## src/rtl/multicycle_ctrl.sv

```systemverilog
// Multi-cycle MIPS control unit: Moore FSM with memory-ready wait handshake and wait-timeout watchdog.
// Optional macro BNE_EN adds bne (opcode 000101) through the BRANCH state with branch_ne asserted.
module multicycle_ctrl #(
   parameter int ALUOPW   = 2,
   parameter int MAX_WAIT = 15
) (
   input  logic              clk,
   input  logic              reset,
   input  logic [5:0]        opcode,
   input  logic              mem_ready,
   output logic              pcwrite,
   output logic              pcwritecond,
   output logic              iord,
   output logic              memread,
   output logic              memwrite,
   output logic              irwrite,
   output logic              memtoreg,
   output logic              regdest,
   output logic              regwrite,
   output logic              alusrca,
   output logic [1:0]        alusrcb,
   output logic [ALUOPW-1:0] aluop,
   output logic [1:0]        pcsource,
   output logic [3:0]        state,
   output logic              illegal_op,
   output logic              mem_timeout,
   output logic              branch_ne
);

   localparam logic [3:0] S_FETCH  = 4'd0;
   localparam logic [3:0] S_DECODE = 4'd1;
   localparam logic [3:0] S_MEMADR = 4'd2;
   localparam logic [3:0] S_MEMRD  = 4'd3;
   localparam logic [3:0] S_MEMWB  = 4'd4;
   localparam logic [3:0] S_MEMWR  = 4'd5;
   localparam logic [3:0] S_EXEC   = 4'd6;
   localparam logic [3:0] S_RWB    = 4'd7;
   localparam logic [3:0] S_BRANCH = 4'd8;
   localparam logic [3:0] S_JUMP   = 4'd9;
   localparam logic [3:0] S_ADDIEX = 4'd10;
   localparam logic [3:0] S_ADDIWB = 4'd11;

   localparam logic [5:0] OP_R    = 6'b000000;
   localparam logic [5:0] OP_LW   = 6'b100011;
   localparam logic [5:0] OP_SW   = 6'b101011;
   localparam logic [5:0] OP_BEQ  = 6'b000100;
   localparam logic [5:0] OP_BNE  = 6'b000101;
   localparam logic [5:0] OP_J    = 6'b000010;
   localparam logic [5:0] OP_ADDI = 6'b001000;

   localparam int CNT_W = $clog2(MAX_WAIT + 1);

   logic [3:0]       cur_state;
   logic [3:0]       nxt_state;
   logic [CNT_W-1:0] wait_cnt;
   logic [CNT_W-1:0] wait_cnt_nxt;
   logic             wait_state;
   logic             timeout;
   logic [1:0]       alu_ctl;

   function automatic logic op_legal(input logic [5:0] op);
      case (op)
         OP_R, OP_LW, OP_SW, OP_BEQ, OP_J, OP_ADDI: return 1'b1;
`ifdef BNE_EN
         OP_BNE: return 1'b1;
`endif
         default: return 1'b0;
      endcase
   endfunction

   assign state      = cur_state;
   assign wait_state = (cur_state == S_FETCH) || (cur_state == S_MEMRD) || (cur_state == S_MEMWR);
   // mem_ready arriving on the final allowed cycle still completes normally
   assign timeout    = wait_state && !mem_ready && (wait_cnt == CNT_W'(MAX_WAIT));
   assign aluop      = ALUOPW'(alu_ctl);

   always_ff @(posedge clk or posedge reset) begin
      if (reset) begin
         cur_state <= S_FETCH;
         wait_cnt  <= '0;
      end else begin
         cur_state <= nxt_state;
         wait_cnt  <= wait_cnt_nxt;
      end
   end

   always_comb begin
      nxt_state = S_FETCH;
      case (cur_state)
         S_FETCH:  nxt_state = mem_ready ? S_DECODE : S_FETCH;
         S_DECODE: begin
            case (opcode)
               OP_R:         nxt_state = S_EXEC;
               OP_LW, OP_SW: nxt_state = S_MEMADR;
               OP_BEQ:       nxt_state = S_BRANCH;
`ifdef BNE_EN
               OP_BNE:       nxt_state = S_BRANCH;
`endif
               OP_J:         nxt_state = S_JUMP;
               OP_ADDI:      nxt_state = S_ADDIEX;
               default:      nxt_state = S_FETCH;
            endcase
         end
         S_MEMADR: nxt_state = (opcode == OP_LW) ? S_MEMRD : S_MEMWR;
         S_MEMRD:  nxt_state = mem_ready ? S_MEMWB : S_MEMRD;
         S_MEMWB:  nxt_state = S_FETCH;
         S_MEMWR:  nxt_state = mem_ready ? S_FETCH : S_MEMWR;
         S_EXEC:   nxt_state = S_RWB;
         S_RWB:    nxt_state = S_FETCH;
         S_BRANCH: nxt_state = S_FETCH;
         S_JUMP:   nxt_state = S_FETCH;
         S_ADDIEX: nxt_state = S_ADDIWB;
         S_ADDIWB: nxt_state = S_FETCH;
         default:  nxt_state = S_FETCH;
      endcase
      if (timeout) nxt_state = S_FETCH;

      // Counter tracks only an unbroken run of not-ready cycles in one wait state
      if (timeout || mem_ready || !wait_state || (nxt_state != cur_state))
         wait_cnt_nxt = '0;
      else
         wait_cnt_nxt = wait_cnt + CNT_W'(1);
   end

   always_comb begin
      pcwrite     = 1'b0;
      pcwritecond = 1'b0;
      iord        = 1'b0;
      memread     = 1'b0;
      memwrite    = 1'b0;
      irwrite     = 1'b0;
      memtoreg    = 1'b0;
      regdest     = 1'b0;
      regwrite    = 1'b0;
      alusrca     = 1'b0;
      alusrcb     = 2'b00;
      alu_ctl     = 2'b00;
      pcsource    = 2'b00;
      illegal_op  = 1'b0;
      mem_timeout = timeout;
      branch_ne   = 1'b0;
      case (cur_state)
         S_FETCH: begin
            memread = 1'b1;
            alusrcb = 2'b01;
            irwrite = mem_ready;
            pcwrite = mem_ready;
         end
         S_DECODE: begin
            alusrcb    = 2'b11;
            illegal_op = !op_legal(opcode);
         end
         S_MEMADR: begin
            alusrca = 1'b1;
            alusrcb = 2'b10;
         end
         S_MEMRD: begin
            memread = 1'b1;
            iord    = 1'b1;
         end
         S_MEMWB: begin
            regwrite = 1'b1;
            memtoreg = 1'b1;
         end
         S_MEMWR: begin
            memwrite = 1'b1;
            iord     = 1'b1;
         end
         S_EXEC: begin
            alusrca = 1'b1;
            alu_ctl = 2'b10;
         end
         S_RWB: begin
            regwrite = 1'b1;
            regdest  = 1'b1;
         end
         S_BRANCH: begin
            alusrca     = 1'b1;
            alu_ctl     = 2'b01;
            pcwritecond = 1'b1;
            pcsource    = 2'b01;
`ifdef BNE_EN
            branch_ne   = (opcode == OP_BNE);
`endif
         end
         S_JUMP: begin
            pcwrite  = 1'b1;
            pcsource = 2'b10;
         end
         S_ADDIEX: begin
            alusrca = 1'b1;
            alusrcb = 2'b10;
         end
         S_ADDIWB: regwrite = 1'b1;
         default: ;
      endcase
      // An expired wait cancels the access it was waiting on
      if (timeout) begin
         memread  = 1'b0;
         memwrite = 1'b0;
         irwrite  = 1'b0;
         pcwrite  = 1'b0;
      end
      if (reset) begin
         pcwrite     = 1'b0;
         pcwritecond = 1'b0;
         iord        = 1'b0;
         memread     = 1'b0;
         memwrite    = 1'b0;
         irwrite     = 1'b0;
         memtoreg    = 1'b0;
         regdest     = 1'b0;
         regwrite    = 1'b0;
         alusrca     = 1'b0;
         alusrcb     = 2'b00;
         alu_ctl     = 2'b00;
         pcsource    = 2'b00;
         illegal_op  = 1'b0;
         mem_timeout = 1'b0;
         branch_ne   = 1'b0;
      end
   end

endmodule

```

## config.mk

```make
export PLATFORM = sky130hd
export DESIGN_NAME = multicycle_ctrl
export DESIGN_NICKNAME = d
export VERILOG_FILES = /design/src/rtl/multicycle_ctrl.sv
export SDC_FILE = /design/constraint.sdc
export NUM_CORES = 1
export LEC_CHECK = 0
export BUFFER_PORTS_ARGS = -buffer_cell sky130_fd_sc_hd__buf_2
export CELL_PAD_IN_SITES_DETAIL_PLACEMENT = 2
export CELL_PAD_IN_SITES_GLOBAL_PLACEMENT = 2
export CORE_MARGIN = 1.5
export CORE_UTILIZATION = 28
export CTS_BUF_LIST = sky130_fd_sc_hd__clkbuf_2 sky130_fd_sc_hd__clkbuf_4 sky130_fd_sc_hd__clkbuf_8
export CTS_CLUSTER_DIAMETER = 30
export DETAILED_ROUTE_END_ITERATION = 7
export GPL_TIMING_DRIVEN = 0
export PLACE_DENSITY_LB_ADDON = 0.1
export SETUP_SLACK_MARGIN = 0.02
export SYNTH_ARGS = -nofsm -noshare
export SYNTH_HDL_FRONTEND = slang
export SYNTH_SLANG_ARGS = --single-unit
```

## constraint.sdc

```tcl
create_clock -name clk -period 4.8 [get_ports clk]
set_input_delay 0.48 -clock clk [delete_from_list [all_inputs] [get_ports clk]]
set_output_delay 0.48 -clock clk [all_outputs]
set_load 0.01 [all_outputs]
```

==> run_results.csv <==
group,metric,value,unit
yosys,synth.top_cell.area_share,25.28,%
cts,clkTransAtPathRegs,60,ps
route,ant_nets,0,
route,route.vias.total,911,
route,vias_per_cell,5.359,
route,dr_wl_met3,93,um
placed_design,dp_hpwl,2127,um
sta,fin_crit,2477,ps
cts,cts_setup_buffers,0,
power_and_ir_drop,powerDensity,209.2,nW/um2
setup_path,crit_path_start_kind,"flop",
floorplan,die_h,56.19,um
route,routed_wl,2632,um
route,wl_met1,1180,um
cts,cts_buffer_depth,2,
hold_path,holdCritStartpoint,"wait_cnt[0]$_DFF_PP0_",
hold_path,whs_endpoint,"wait_cnt[0]$_DFF_PP0_",
cts,post_cts_resized,0,
sta,slew_violations,0,
cts,cts-root-buf,"clkbuf_4",
placed_design,dp_cells,167,
yosys,synth.avg_cell_area,7.472,um2
route,dr.pass1.iters,3,
placed_design,place_congestion,0.7710,
sta,tns,0,ps
yosys,synthFlopType,"dfrtp_1",
floorplan,die_area,3157,um2
route,drc,0,
sta,min_period_over_period,51.61,%
yosys,postSynthCellCount,106,
cells_and_area,finalNonFillerCells,170,
yosys,yosys.area.top_type,"dfrtp_1",
cells_and_area,drive_gt1_share,31.65,%
yosys,yosys-top-cells-area,"dfrtp_1, nor3_1, nor2_1, nor4_1, clkbuf_1",
run,cap_violations,0,
sta,hold_violations,0,
setup_path,reg2reg_from,"state[3]$_DFF_PP0_",
sta,rsz0062_at_grt,"false",
setup_path,crit_type,"reg2out",
cells_and_area,areaGrowthSynthToFinish,26.70,%
cts,clock-sinks,8,
global_routing,antenna_found_initial,0,
placed_design,portBuffers,30,
floorplan,core_area,2710,um2
cells_and_area,nets,151,
cts,cts_made_buffers,3,
floorplan,initial_core_util,29.22,%
setup_path,reg2reg_depth,5,
yosys,yosysSeqAreaShare,25.28,%
floorplan,ios,32,
sta,skew,4.534,ps
setup_path,end_kind,"primary output",
global_routing,grt_start_max_net_pins,11,
yosys,ys.warnings.count,0,
yosys,synth_area,792.0,um2
floorplan,die_w,56.19,um
yosys,postSynth.asyncResetShare,100.0,%
cts,cts_tree,"built",
global_routing,grt_pass1_wl,4595,um
global_routing,track_usage,18.30,%
yosys,synth_edf_count,0,
cts,hold_buffers,0,
hold_path,min_path_cells,1,
hold_path,min_path_type,"reg2reg",
global_routing,grt_pass1_vias,949,
setup_path,crit_arrival,2000,ps
setup_path,r2r_slack,3050,ps
cts,htree_num_levels,1,
cells_and_area,antenna_cells,0,
route,top_layer,"met4",
yosys,synth_cell_types,40,
sta,tightest_slew,497.9,ps
power_and_ir_drop,p_leak,0.4768,nW
floorplan,placementRows,19,
sta,slew_headroom,66.38,%
sta,timing.fmax,403.6,MHz
route,wl_per_cell,15.48,um
setup_path,critPathRequiredTime,4320,ps
global_routing,overflow,0,
route,wl_met2,1346,um
setup_path,crit_fanout,10,
yosys,synth_fp_nets,116,
power_and_ir_drop,vdd_drop_max,163.7,uV
setup_path,r2r-end,"state[0]$_DFF_PP0_",
route,drt_iter0_markers,11,
outcome,status,"finished, final reports clean",
yosys,synth-seq-cells,8,
sta,finalSetupViolations,0,
cts,clk_latency,250,ps
-- layout make-up --
| cell class | instances | area (um2) |
|---|---|---|
| Timing Repair Buffer | 30 | 150.1 |
| Clock buffer | 3 | 22.52 |
| Buffer | 11 | 60.06 |
| Fill cell | 335 | 1707 |
| Inverter | 4 | 15.01 |
| Multi-Input combinational cell | 83 | 516.7 |
| Sequential cell | 8 | 200.2 |
| Tap cell | 31 | 38.79 |
-- power by group --
group          switching (W)  internal [W]  total (W)
Combinational      0.0000477     0.0000324  0.0000801
Clock              0.0000227     0.0000286  0.0000513
Sequential        0.00000605     0.0000725  0.0000786
Total              0.0000764      0.000134   0.000210
-- placed cells by master (no fill, tap or decap), drive strengths merged, types with 2 or more instances in the layout --
cell type   n
buf        34
nor2       12
nor3       10
clkbuf     10
dfrtp       8
nor4        5
nand2       5
o21ai       5
nand3       5
nand2b      5
inv         4
and3        4
a21oi       4
or4         2
xnor2       2
a31oi       2
xor2        2
o22a        2
o22ai       2
-- kinds of logic after synthesis --
logic type	share of synthesized area, %
adder cells (fa/ha/maj)	1.580
XOR/XNOR	4.424
other	0.4735
AO/OA/AOI/OAI	19.43
buffers and inverters	9.478
flip-flops	25.28
AND/OR/NAND/NOR	39.34
-- worst max-delay path by stage --
stage	from	end	slack, ps	cells past startpoint
floorplan	state[1]$_DFF_PP0_	memwrite	2740	5
global placement	state[1]$_DFF_PP0_	memwrite	2610	6
detailed placement	state[1]$_DFF_PP0_	memwrite	2580	6
CTS	state[1]$_DFF_PP0_	memwrite	2300	6
global route	state[1]$_DFF_PP0_	memwrite	2080	6
finish	state[1]$_DFF_PP0_	memwrite	2320	6
-- through the flow --
| stage | total power, W | area [um2] | hold WS, ps | util (%) | setup slack (ps) |
|---|---|---|---|---|---|
| 2_1_floorplan | 0.0001310 | 792.0 | 429.3 | - | 2739 |
| 6_report | 0.0002099 | 1003 | 465.6 | 37.03 | 2323 |
| 3_5_place_dp | 0.0001603 | 980.9 | 457.1 | 36.20 | 2580 |
| 3_3_place_gp | 0.0001571 | 980.9 | 448.9 | 36.20 | 2611 |
| 5_1_grt | 0.0002272 | 1003 | 489.2 | 37.03 | 2082 |
| 4_1_cts | 0.0002142 | 1003 | 465.7 | 37.03 | 2298 |
-- cell usage after synthesis (2+ instances only) --
library cell and number:
and3_1 4, nor2_2 2, o21ai_0 5, nand3_1 5, nand2b_1 4, inv_1 4
buf_4 3, clkbuf_1 7, nand2_1 5, nor2_1 10, a31oi_1 2, a21oi_1 4
nor3_1 10, nor4_1 5, dfrtp_1 8, xnor2_1 2, or4_1 2, xor2_1 2
-- critical path, stage by stage, from the launching register on --
cell and delay (ps):
dfrtp_1 430, clkbuf_1 400, xnor2_1 210, o22a_2 230
nor2_1 70, nor4_1 250, buf_2 170
-- flip-flops by register name, indices dropped and copies added, names as in the netlist --
name / cells
state: 4
wait_cnt: 4
-- per-layer routing --
| layer | track usage (%) | up-vias |
|---|---|---|
| met5 | 0 | - |
| met3 | 4.186 | 2 |
| met1 | 23.68 | 437 |
| met4 | 4.082 | 0 |
| li1 | - | 452 |
| met2 | 30.92 | 20 |
Power figures use the tool's default switching activity.
